### src/rtl/tone_contour_classifier.sv
// Tone contour classifier: captures NUM_FRAMES pitch samples, grades each adjacent
// step against a relative threshold and reports a rise/fall/undulating/neutral class.
module tone_contour_classifier #(
  parameter int DATA_WIDTH = 32,
  parameter int NUM_FRAMES = 4,
  parameter int THRESH_PCT = 20
) (
  input  logic                            clk_in,
  input  logic                            rst_in,
  input  logic                            external_valid,
  input  logic                            valid_in,
  input  logic                            last_in,
  input  logic signed [DATA_WIDTH-1:0]    data_in,
  input  logic [31:0]                     timeout_cycles,
  output logic                            ready_out,
  output logic                            out_valid,
  input  logic                            out_ready,
  output logic [2:0]                      tone_ident,
  output logic [2*(NUM_FRAMES-1)-1:0]     segments_out,
  output logic                            err_timeout
);

  localparam int S  = NUM_FRAMES - 1;
  localparam int FW = $clog2(NUM_FRAMES);
  localparam int PW = DATA_WIDTH + 8;
  localparam logic [DATA_WIDTH:0] DZERO = {(DATA_WIDTH+1){1'b0}};
  localparam logic [FW-1:0]       CZERO = {FW{1'b0}};

  typedef enum logic [1:0] {
    COLLECT  = 2'd0,
    COMPARE  = 2'd1,
    CLASSIFY = 2'd2,
    REPORT   = 2'd3
  } state_t;

  state_t                 state_r;
  logic [DATA_WIDTH-1:0]  frame_r [NUM_FRAMES];
  logic [FW-1:0]          frame_cnt_r;
  logic [FW-1:0]          seg_idx_r;
  logic [FW-1:0]          seg_nxt_s;
  logic [FW-1:0]          rise_cnt_r;
  logic [FW-1:0]          fall_cnt_r;
  logic [2*S-1:0]         seg_work_r;
  logic [2*S-1:0]         seg_out_r;
  logic [2:0]             tone_r;
  logic [31:0]            idle_r;
  logic [31:0]            idle_inc_s;
  logic                   ready_r;
  logic                   out_valid_r;
  logic                   err_r;
  logic                   capture_s;
  logic [DATA_WIDTH:0]    fa_ext_s;
  logic [DATA_WIDTH:0]    fb_ext_s;
  logic [DATA_WIDTH:0]    d_s;
  logic [DATA_WIDTH:0]    abs_d_s;
  logic [DATA_WIDTH:0]    abs_a_s;
  logic [PW-1:0]          lhs_s;
  logic [PW-1:0]          rhs_s;
  logic                   sig_s;
  logic [1:0]             code_s;
  logic [2:0]             class_s;
  logic [FW:0]            rise_x_s;
  logic [FW:0]            fall_x_s;
  logic [FW:0]            rise2_s;
  logic [FW:0]            fall2_s;

  assign capture_s  = valid_in & last_in & external_valid & (state_r == COLLECT);
  assign idle_inc_s = (idle_r == 32'hFFFF_FFFF) ? idle_r : idle_r + 32'd1;

  // Segment step evaluation: threshold test by cross-multiplication instead of division
  always_comb begin
    seg_nxt_s = seg_idx_r + FW'(1'b1);
    fa_ext_s  = {frame_r[seg_idx_r][DATA_WIDTH-1], frame_r[seg_idx_r]};
    fb_ext_s  = {frame_r[seg_nxt_s][DATA_WIDTH-1], frame_r[seg_nxt_s]};
    d_s       = fb_ext_s - fa_ext_s;
    if (d_s[DATA_WIDTH]) begin
      abs_d_s = ~d_s + (DATA_WIDTH+1)'(1'b1);
    end else begin
      abs_d_s = d_s;
    end
    if (fa_ext_s[DATA_WIDTH]) begin
      abs_a_s = ~fa_ext_s + (DATA_WIDTH+1)'(1'b1);
    end else begin
      abs_a_s = fa_ext_s;
    end
    lhs_s = PW'(abs_d_s) * PW'(7'd100);
    rhs_s = PW'(abs_a_s) * PW'(THRESH_PCT);
    if (fa_ext_s == DZERO) begin
      sig_s = (d_s != DZERO);
    end else begin
      sig_s = (lhs_s >= rhs_s);
    end
    if (sig_s && !d_s[DATA_WIDTH]) begin
      code_s = 2'b01;
    end else if (sig_s && d_s[DATA_WIDTH]) begin
      code_s = 2'b11;
    end else begin
      code_s = 2'b00;
    end
  end

  // Class selection from the rise/fall tallies, first matching rule wins
  always_comb begin
    rise_x_s = {1'b0, rise_cnt_r};
    fall_x_s = {1'b0, fall_cnt_r};
    rise2_s  = {rise_cnt_r, 1'b0};
    fall2_s  = {fall_cnt_r, 1'b0};
    if (rise_cnt_r == CZERO && fall_cnt_r == CZERO) begin
      class_s = 3'b000;
    end else if (fall_cnt_r == CZERO) begin
      class_s = 3'b001;
    end else if (rise_cnt_r == CZERO) begin
      class_s = 3'b100;
    end else if (rise_x_s > fall2_s) begin
      class_s = 3'b001;
    end else if (fall_x_s > rise2_s) begin
      class_s = 3'b100;
    end else begin
      class_s = 3'b010;
    end
  end

  // Control FSM, frame store, idle timer and registered outputs
  always_ff @(posedge clk_in or posedge rst_in) begin
    if (rst_in) begin
      state_r     <= COLLECT;
      for (int i = 0; i < NUM_FRAMES; i++) begin
        frame_r[i] <= {DATA_WIDTH{1'b0}};
      end
      frame_cnt_r <= CZERO;
      seg_idx_r   <= CZERO;
      rise_cnt_r  <= CZERO;
      fall_cnt_r  <= CZERO;
      seg_work_r  <= {(2*S){1'b0}};
      seg_out_r   <= {(2*S){1'b0}};
      tone_r      <= 3'b000;
      idle_r      <= 32'd0;
      ready_r     <= 1'b1;
      out_valid_r <= 1'b0;
      err_r       <= 1'b0;
    end else begin
      err_r <= 1'b0;
      case (state_r)
        COLLECT: begin
          if (capture_s) begin
            frame_r[frame_cnt_r] <= data_in;
            idle_r               <= 32'd0;
            if (frame_cnt_r == FW'(NUM_FRAMES-1)) begin
              frame_cnt_r <= CZERO;
              seg_idx_r   <= CZERO;
              ready_r     <= 1'b0;
              state_r     <= COMPARE;
            end else begin
              frame_cnt_r <= frame_cnt_r + FW'(1'b1);
            end
          end else if (frame_cnt_r != CZERO && timeout_cycles != 32'd0) begin
            // a capture landing on the expiry cycle is handled above and wins
            if (idle_inc_s >= timeout_cycles) begin
              err_r       <= 1'b1;
              frame_cnt_r <= CZERO;
              idle_r      <= 32'd0;
            end else begin
              idle_r <= idle_inc_s;
            end
          end else begin
            idle_r <= 32'd0;
          end
        end
        COMPARE: begin
          seg_work_r[{seg_idx_r, 1'b0} +: 2] <= code_s;
          if (code_s == 2'b01) begin
            rise_cnt_r <= rise_cnt_r + FW'(1'b1);
          end else if (code_s == 2'b11) begin
            fall_cnt_r <= fall_cnt_r + FW'(1'b1);
          end else begin
            rise_cnt_r <= rise_cnt_r;
          end
          if (seg_idx_r == FW'(S-1)) begin
            state_r <= CLASSIFY;
          end else begin
            seg_idx_r <= seg_nxt_s;
          end
        end
        CLASSIFY: begin
          tone_r      <= class_s;
          seg_out_r   <= seg_work_r;
          out_valid_r <= 1'b1;
          state_r     <= REPORT;
        end
        REPORT: begin
          if (out_ready) begin
            out_valid_r <= 1'b0;
            rise_cnt_r  <= CZERO;
            fall_cnt_r  <= CZERO;
            ready_r     <= 1'b1;
            state_r     <= COLLECT;
          end else begin
            out_valid_r <= 1'b1;
          end
        end
        default: begin
          state_r     <= COLLECT;
          frame_cnt_r <= CZERO;
          ready_r     <= 1'b1;
          out_valid_r <= 1'b0;
        end
      endcase
    end
  end

  assign ready_out    = ready_r;
  assign out_valid    = out_valid_r;
  assign tone_ident   = tone_r;
  assign segments_out = seg_out_r;
  assign err_timeout  = err_r;

endmodule

### config.mk
export PLATFORM = sky130hd
export DESIGN_NAME = tone_contour_classifier
export DESIGN_NICKNAME = d
export VERILOG_FILES = /design/src/rtl/tone_contour_classifier.sv
export SDC_FILE = /design/constraint.sdc
export NUM_CORES = 1
export LEC_CHECK = 0
export BUFFER_PORTS_ARGS = -buffer_cell sky130_fd_sc_hd__buf_4
export CAP_MARGIN = 0
export CORE_MARGIN = 2
export CORE_UTILIZATION = 55
export CTS_CLUSTER_DIAMETER = 200
export DETAILED_ROUTE_END_ITERATION = 6
export PLACE_DENSITY = 0.72
export SETUP_SLACK_MARGIN = 0.15
export SYNTH_ARGS = -nofsm -noshare
export SYNTH_HDL_FRONTEND = slang
export SYNTH_SLANG_ARGS = --single-unit
### constraint.sdc
create_clock -name clk_in -period 25 [get_ports clk_in]
set_input_delay 1.25 -clock clk_in [delete_from_list [all_inputs] [get_ports clk_in]]
set_output_delay 1.25 -clock clk_in [all_outputs]
set_load 0.01 [all_outputs]
== Yosys cells after proc, flatten, opt, wreduce, memory -nomap -nowiden ==
Cells that the tools add are included.
W data, S select, Z words.

* Output and inout bits: 12
* Logic and storage cells: 139
* Flip-flop bits (word level): 188
* Input bits: 70

* Multiply operators: 2
* Reduce and logical (&&, ||, !) cells: 26
* Magnitude comparators: 8
* Shifts and indexed selects: 2
* Mux-type cells: 52
* Equal/unequal tests: 16
* Add/sub/neg operators: 9
* Bitwise logic cells: 8

{| class="wikitable"
|+ Operators by type and width
! kind !! count
|-
| $mux W32 || 9
|-
| $bmux W32 S2 || 2
|-
| $bwmux W128 || 1
|-
| $add A33 B1 Y33 const B || 2
|-
| $mux W33 || 2
|-
| $not A33 Y33 || 2
|-
| $demux W32 S2 || 1
|-
| $ge A40 B38 Y1 || 1
|-
| $mul A33 B5 Y38 const B || 1
|-
| $mul A33 B3 Y36 const B || 1
|-
| $logic_not A33 Y1 || 1
|-
| $reduce_bool A33 Y1 || 1
|-
| $sub A32 B32 Y33 || 1
|-
| $add A32 B1 Y32 const B || 1
|-
| $eq A32 B32 Y1 const B || 1
|-
| $ge A32 B32 Y1 || 1
|-
| $mux W2 || 16
|-
| $reduce_bool A32 Y1 || 1
|-
| $reduce_and A4 Y1 || 4
|-
| $mux W3 || 5
|-
| $ne A2 B2 Y1 const B || 7
|-
| $reduce_bool A2 Y1 || 7
|-
| $pmux W2 S2 || 3
|-
| $eq A2 B2 Y1 const B || 5
|-
| other kinds (20) || 47
|}

== Depth between registers and ports, before layout ==
* Depth in word-level cells: 19
* Depth in mapped cells: 50

== Worst setup path before layout ==
OpenSTA, ideal clock, no wires.

* Kind: flip-flop to flip-flop
* Start point: register seg_idx_r[0]
* End point: register rise_cnt_r[1]
* Cell stages (with the launch flop): 47
* Path slack: 14.029 ns
* Clock period less this slack: 10.971 ns
* Data arrival time: 10.850 ns
* Library setup time: 0.122 ns
* Cell sequence: dfrtp_1 > buf_2 > buf_2 > buf_1 > clkbuf_1 > buf_1 > mux4_2 > ha_1 > clkbuf_1 > nand2_1 > o21ai_0 > nor3_1 > nor2_1 > nand4_1 > a21oi_1 > o21ai_1 > a31oi_1 > clkbuf_1 > (+11 left out) > nor4b_1 > nor3_1 > o21ai_0 > and2_1 > o21ai_0 > a21o_1 > a21oi_1 > xnor2_1 > ha_1 > a21o_1 > a21oi_1 > o31ai_1 > a221oi_1 > o211ai_1 > or4_1 > nand2_2 > a211oi_4 > a32o_1

* Word-level cells in the longest chain between the ends: 18
* Elaborated cells between the ends (all ways): 30
* Classes of those cells: add/sub (4); mul (2); order compare (1); eq/ne (2); mux (11); bitwise (4); reduce/logical (6)

{| class="wikitable"
|+ RTL lines
! element !! line !! RTL
|-
| from (decl) || 39 || <nowiki>logic [FW-1:0] seg_idx_r;</nowiki>
|-
| from (signal assigned) || 181 || <nowiki>seg_idx_r <= seg_nxt_s;</nowiki>
|-
| $add A2 B1 Y2 || 72 || <nowiki>seg_nxt_s = seg_idx_r + FW'(1'b1);</nowiki>
|-
| $not A2 Y3 (implied by the code) || 74 || <nowiki>fb_ext_s = {frame_r[seg_nxt_s][DATA_WIDTH-1], frame_r[seg_nxt_s]};</nowiki>
|-
| $bmux W32 S2 || 74 ||
|-
| $mux W32 (implied by the code) (2 in a row) || 74 ||
|-
| $sub A32 B32 Y33 || 75 || <nowiki>d_s = fb_ext_s - fa_ext_s;</nowiki>
|-
| $not A33 Y33 || 77 || <nowiki>abs_d_s = ~d_s + (DATA_WIDTH+1)'(1'b1);</nowiki>
|-
| $add A33 B1 Y33 || 77 ||
|-
| $mux W33 || 76 || <nowiki>if (d_s[DATA_WIDTH]) begin</nowiki>
|-
| $mul A33 B5 Y38 || 86 || <nowiki>lhs_s = PW'(abs_d_s) * PW'(7'd100);</nowiki>
|-
| $ge A40 B38 Y1 || 91 || <nowiki>sig_s = (lhs_s >= rhs_s);</nowiki>
|-
| $mux W1 || 88 || <nowiki>if (fa_ext_s == DZERO) begin</nowiki>
|-
| $logic_and A1 B1 Y1 || 95 || <nowiki>end else if (sig_s && d_s[DATA_WIDTH]) begin</nowiki>
|-
| $mux W2 || 95 ||
|-
| $mux W2 (*) || 93 || <nowiki>if (sig_s && !d_s[DATA_WIDTH]) begin</nowiki>
|-
| $eq A2 B1 Y1 (*) || 171 || <nowiki>if (code_s == 2'b01) begin</nowiki>
|-
| $ne A2 B2 Y1 (no line) (*) || -- ||
|-
| $reduce_and A3 Y1 (no line) (*) || -- ||
|-
| to (signal assigned) || 172 || <nowiki>rise_cnt_r <= rise_cnt_r + FW'(1'b1);</nowiki>
|-
| to (signal assigned) || 176 || <nowiki>rise_cnt_r <= rise_cnt_r;</nowiki>
|-
| to (decl) || 41 || <nowiki>logic [FW-1:0] rise_cnt_r;</nowiki>
|}

Every way passes the cells marked *; elsewhere a longest branch is shown, timed or not. The select of a mux whose other input is x is not followed.
A chain may end at the register's enable or synchronous reset.

== Worst setup path after layout ==
* Start point: register seg_idx_r[0]
* End point: register seg_work_r[3]

* Word-level cells in the longest chain between the ends: 17
* Elaborated cells between the ends (all ways): 31
* Classes of those cells: add/sub (5); mul (2); order compare (1); shift (2); mux (12); bitwise (4); reduce/logical (5)

{| class="wikitable"
|+ RTL lines
! element !! line !! RTL
|-
| $add A2 B1 Y2 || 72 ||
|-
| $not A2 Y3 (implied by the code) || 74 ||
|-
| $bmux W32 S2 || 74 ||
|-
| $mux W32 (implied by the code) (2 in a row) || 74 ||
|-
| $sub A32 B32 Y33 || 75 ||
|-
| $not A33 Y33 || 77 ||
|-
| $add A33 B1 Y33 || 77 ||
|-
| $mux W33 || 76 ||
|-
| $mul A33 B5 Y38 || 86 ||
|-
| $ge A40 B38 Y1 || 91 ||
|-
| $mux W1 || 88 ||
|-
| $logic_and A1 B1 Y1 || 95 ||
|-
| $mux W2 || 95 ||
|-
| $mux W2 || 93 ||
|-
| $shiftx A2 B5 Y6 || 170 || <nowiki>seg_work_r[{seg_idx_r, 1'b0} +: 2] <= code_s;</nowiki>
|-
| $bwmux W6 (*) || 170 ||
|-
| to (signal assigned) || 134 || <nowiki>seg_work_r <= {(2*S){1'b0}};</nowiki>
|-
| to (signal, indexed assignment) || 170 ||
|-
| to (decl) || 43 || <nowiki>logic [2*S-1:0] seg_work_r;</nowiki>
|}

Marked as above.

==> flow_metrics.tcl <==
set metrics [dict create \
    num_antenna_cells 0 \
    multi_input_area_um2 14300 \
    slew_violations 0 \
    critPathKind "reg2reg" \
    post-route-drc-count 0 \
    finalSetupTns_ns 0 \
    ys.flop_type "dfrtp_1" \
    worst-path-buf-inv 6 \
    core_area_um2 36300 \
    synthXorXnorAreaFrac_pct 7.66 \
    initial_core_util_pct 55.3 \
    synthAdderAreaFrac_pct 20.6 \
    rows 70 \
    via_per_inst 6.03 \
    nNetsFinal 2577 \
    arrival_ns 12.42 \
    drt_iter0_markers 903 \
    root_buffer "clkbuf_16" \
    pin_count 82 \
    start_kind "register" \
    seq_area_um2 4710 \
    synth_seq_cells 188 \
    rsz0062_at_grt "false" \
    clk_latency_ns 0.44 \
    cp.required_ns 25.32 \
    ys_warn_count 0 \
    overflow 0 \
    ys_types 86 \
    synth-edff-count 0 \
    cts_tree "done" \
    drive_above_1_share_pct 16.5 \
    synth.cell_area_um2 20100 \
    final_cell_mix "287 x ha_1, 236 x inv_1, 185 x dfrtp_1" \
    drt-total-wl_mm 49.3 \
    cts_made_buffers 17 \
    max_freq_mhz 82.6 \
    cts.sinks 188 \
    slowest_delay_ns 0.67 \
    endpoint_kind "register" \
    clkSlewWorstSetupHoldPaths_ns 0.07 \
    cts_resized 0 \
    grt_max_degree 107 \
    r2r_cells 46 \
    avgSynthCellArea_um2 9.40 \
    h-tree-depth 4 \
    grt_usage_pct 26.3 \
    dp.cells 2641 \
    fin_cells 2672 \
    crit_path_frequent_cell "ha_1" \
    place_hpwl_mm 39.5 \
    crit_family "compound AO/OA/AOI/OAI gates" \
    slowest_stage "dfrtp_4" \
    post_cts_buffers 0 \
    die_w_um 195 \
    fin_crit_sh_pct 48.4 \
    synth_nets 2524 \
    dr.pass1.iters 5 \
    hold_depth 1 \
    crit_path_max_fanout 36 \
    synth_top_family_by_area "adder cells" \
    antenna_found_initial 0 \
    die_area_um2 38100 \
    num_vias 16118 \
    die_y_um 195 \
    max_cap_viol_count 0 \
    fin_skew_ns 0.0102 \
    async_flop_share_pct 100 \
    fin_crit_ns 12.10 \
    synth.area.mux_share_pct 15.0 \
    slew_headroom_pct 32.8 \
    area_delta_synth_final_pct 8.10 \
    synthesis.instances 2139 \
    setup_viol 0 \
    clk_path_buf_depth 2 \
    grt_first_pass_wirelength_mm 82.2 \
    ys_seq_area_share_pct 23.4 \
    hold_class "reg2reg" \
    numPortBuffers 81 \
    synth_compound_area_share_pct 15.5 \
    ctsHoldBuffers 0 \
    hold_viol 0 \
    tightest_slew_ns 1.01 \
    ant_nets 0 \
    grt_pass1_vias 16384 \
    cp.depth 46 \
    status "finished clean" \
    drt-wirelength-per-cell_um 18.4 \
    gp_congestion 0.881 \
    final_common_cell "ha_1" \
    fillers 3043 \
    synth-simple-area-share_pct 12.0 \
]
worst reg2reg max path: cells and delay by family, from the launching register on:
family / cells / cell delay, ns
buf+inv: 6 / 1.12
flops: 1 / 0.67
mux: 1 / 0.34
simple gates: 11 / 2.32
xor+xnor: 2 / 0.46
compound gates: 18 / 4.36
fa+ha+maj: 8 / 2.72
synth_stat cells, drive strengths merged, types with 5 or more instances:
cell type	number	share of area (%)
nand4	32	1.0
or4	8	0.35
a21oi	126	3.2
dfrtp	187	23
xnor2	117	5.1
ha	287	18
a221oi	6	0.26
a32o	12	0.60
mux2	138	7.7
fa	28	2.8
o31ai	24	0.90
nor2b	15	0.47
a211oi	18	0.76
or3	8	0.25
nand2	122	2.3
xor2	59	2.6
o21bai	15	0.56
a22o	7	0.30
nor4	24	0.88
buf	26	0.62
a31oi	11	0.37
nand2b	17	0.53
o21a	12	0.45
nand3	37	0.92
and4	9	0.39
clkbuf	34	0.64
a21o	71	2.6
nor4b	5	0.22
nor2	121	2.3
a31o	5	0.22
and3	17	0.53
nor3	36	0.98
o41ai	8	0.35
mux4	64	7.2
or2	7	0.22
inv	238	4.4
and2	8	0.25
o21ai	122	3.0
state kept, by name, indices dropped and copies added, names as in the netlist:
signal and flops:
seg_idx_r 2, segments_out 6, fall_cnt_r 2, err_timeout 1, seg_work_r 6, ready_out 1
out_valid 1, state_r 2, frame_r 128, idle_r 32, frame_cnt_r 2, tone_ident 3
rise_cnt_r 2
per-stage QoR:
| step | hold WS, ns | setup slack [ns] | instance area (um2) | util [%] |
|---|---|---|---|---|
| after floorplan | 0.463 | 14.03 | 20100 | - |
| after global placement | 0.472 | 13.38 | 21200 | 58.3 |
| after detailed placement | 0.480 | 13.09 | 21200 | 58.3 |
| after CTS | 0.494 | 13.03 | 21700 | 59.8 |
| after global routing | 0.502 | 12.35 | 21700 | 59.8 |
| final | 0.492 | 12.90 | 21700 | 59.8 |
worst paths after layout:
kind	start	end	slack (ns)
max	seg_idx_r[0]	seg_work_r[3]	12.90
min	idle_r[18]	idle_r[18]	0.49
max reg2reg	seg_idx_r[0]	seg_work_r[3]	12.90
min reg2reg	idle_r[18]	idle_r[18]	0.49
max in group asynchronous	rst_in	seg_idx_r[0]	22.42
min in group asynchronous	rst_in	idle_r[6]	0.92
kinds of logic after synthesis:
kind of cell / after synthesis
xor gates and xnor gates: 176
other: 2
adders and majority gates: 315
AOI/OAI and AO/OA: 476
DFF: 188
and+or+nand+nor: 478
buffers and inverters: 299
muxes: 205
routing by layer:
layer	share of wire, %	wire length [um]	GRT usage, %
met2	49	24100	46.3
met5	0	0	0
met1	46	22800	35.4
met4	1.4	703	5.94
met3	3.3	1650	2.28
area by class of cell:
class,count,share of cell area [%]
clock inverters,12,0.644
repair buffers,94,3.25
well taps,468,2.69
clock buffers,19,1.99
inverters,239,4.16
flip-flops and latches,188,21.7
multi-input cells,1652,65.6
Power is not shown: default switching activity piles up to over one toggle a cycle in this logic, so the estimate is an artifact.
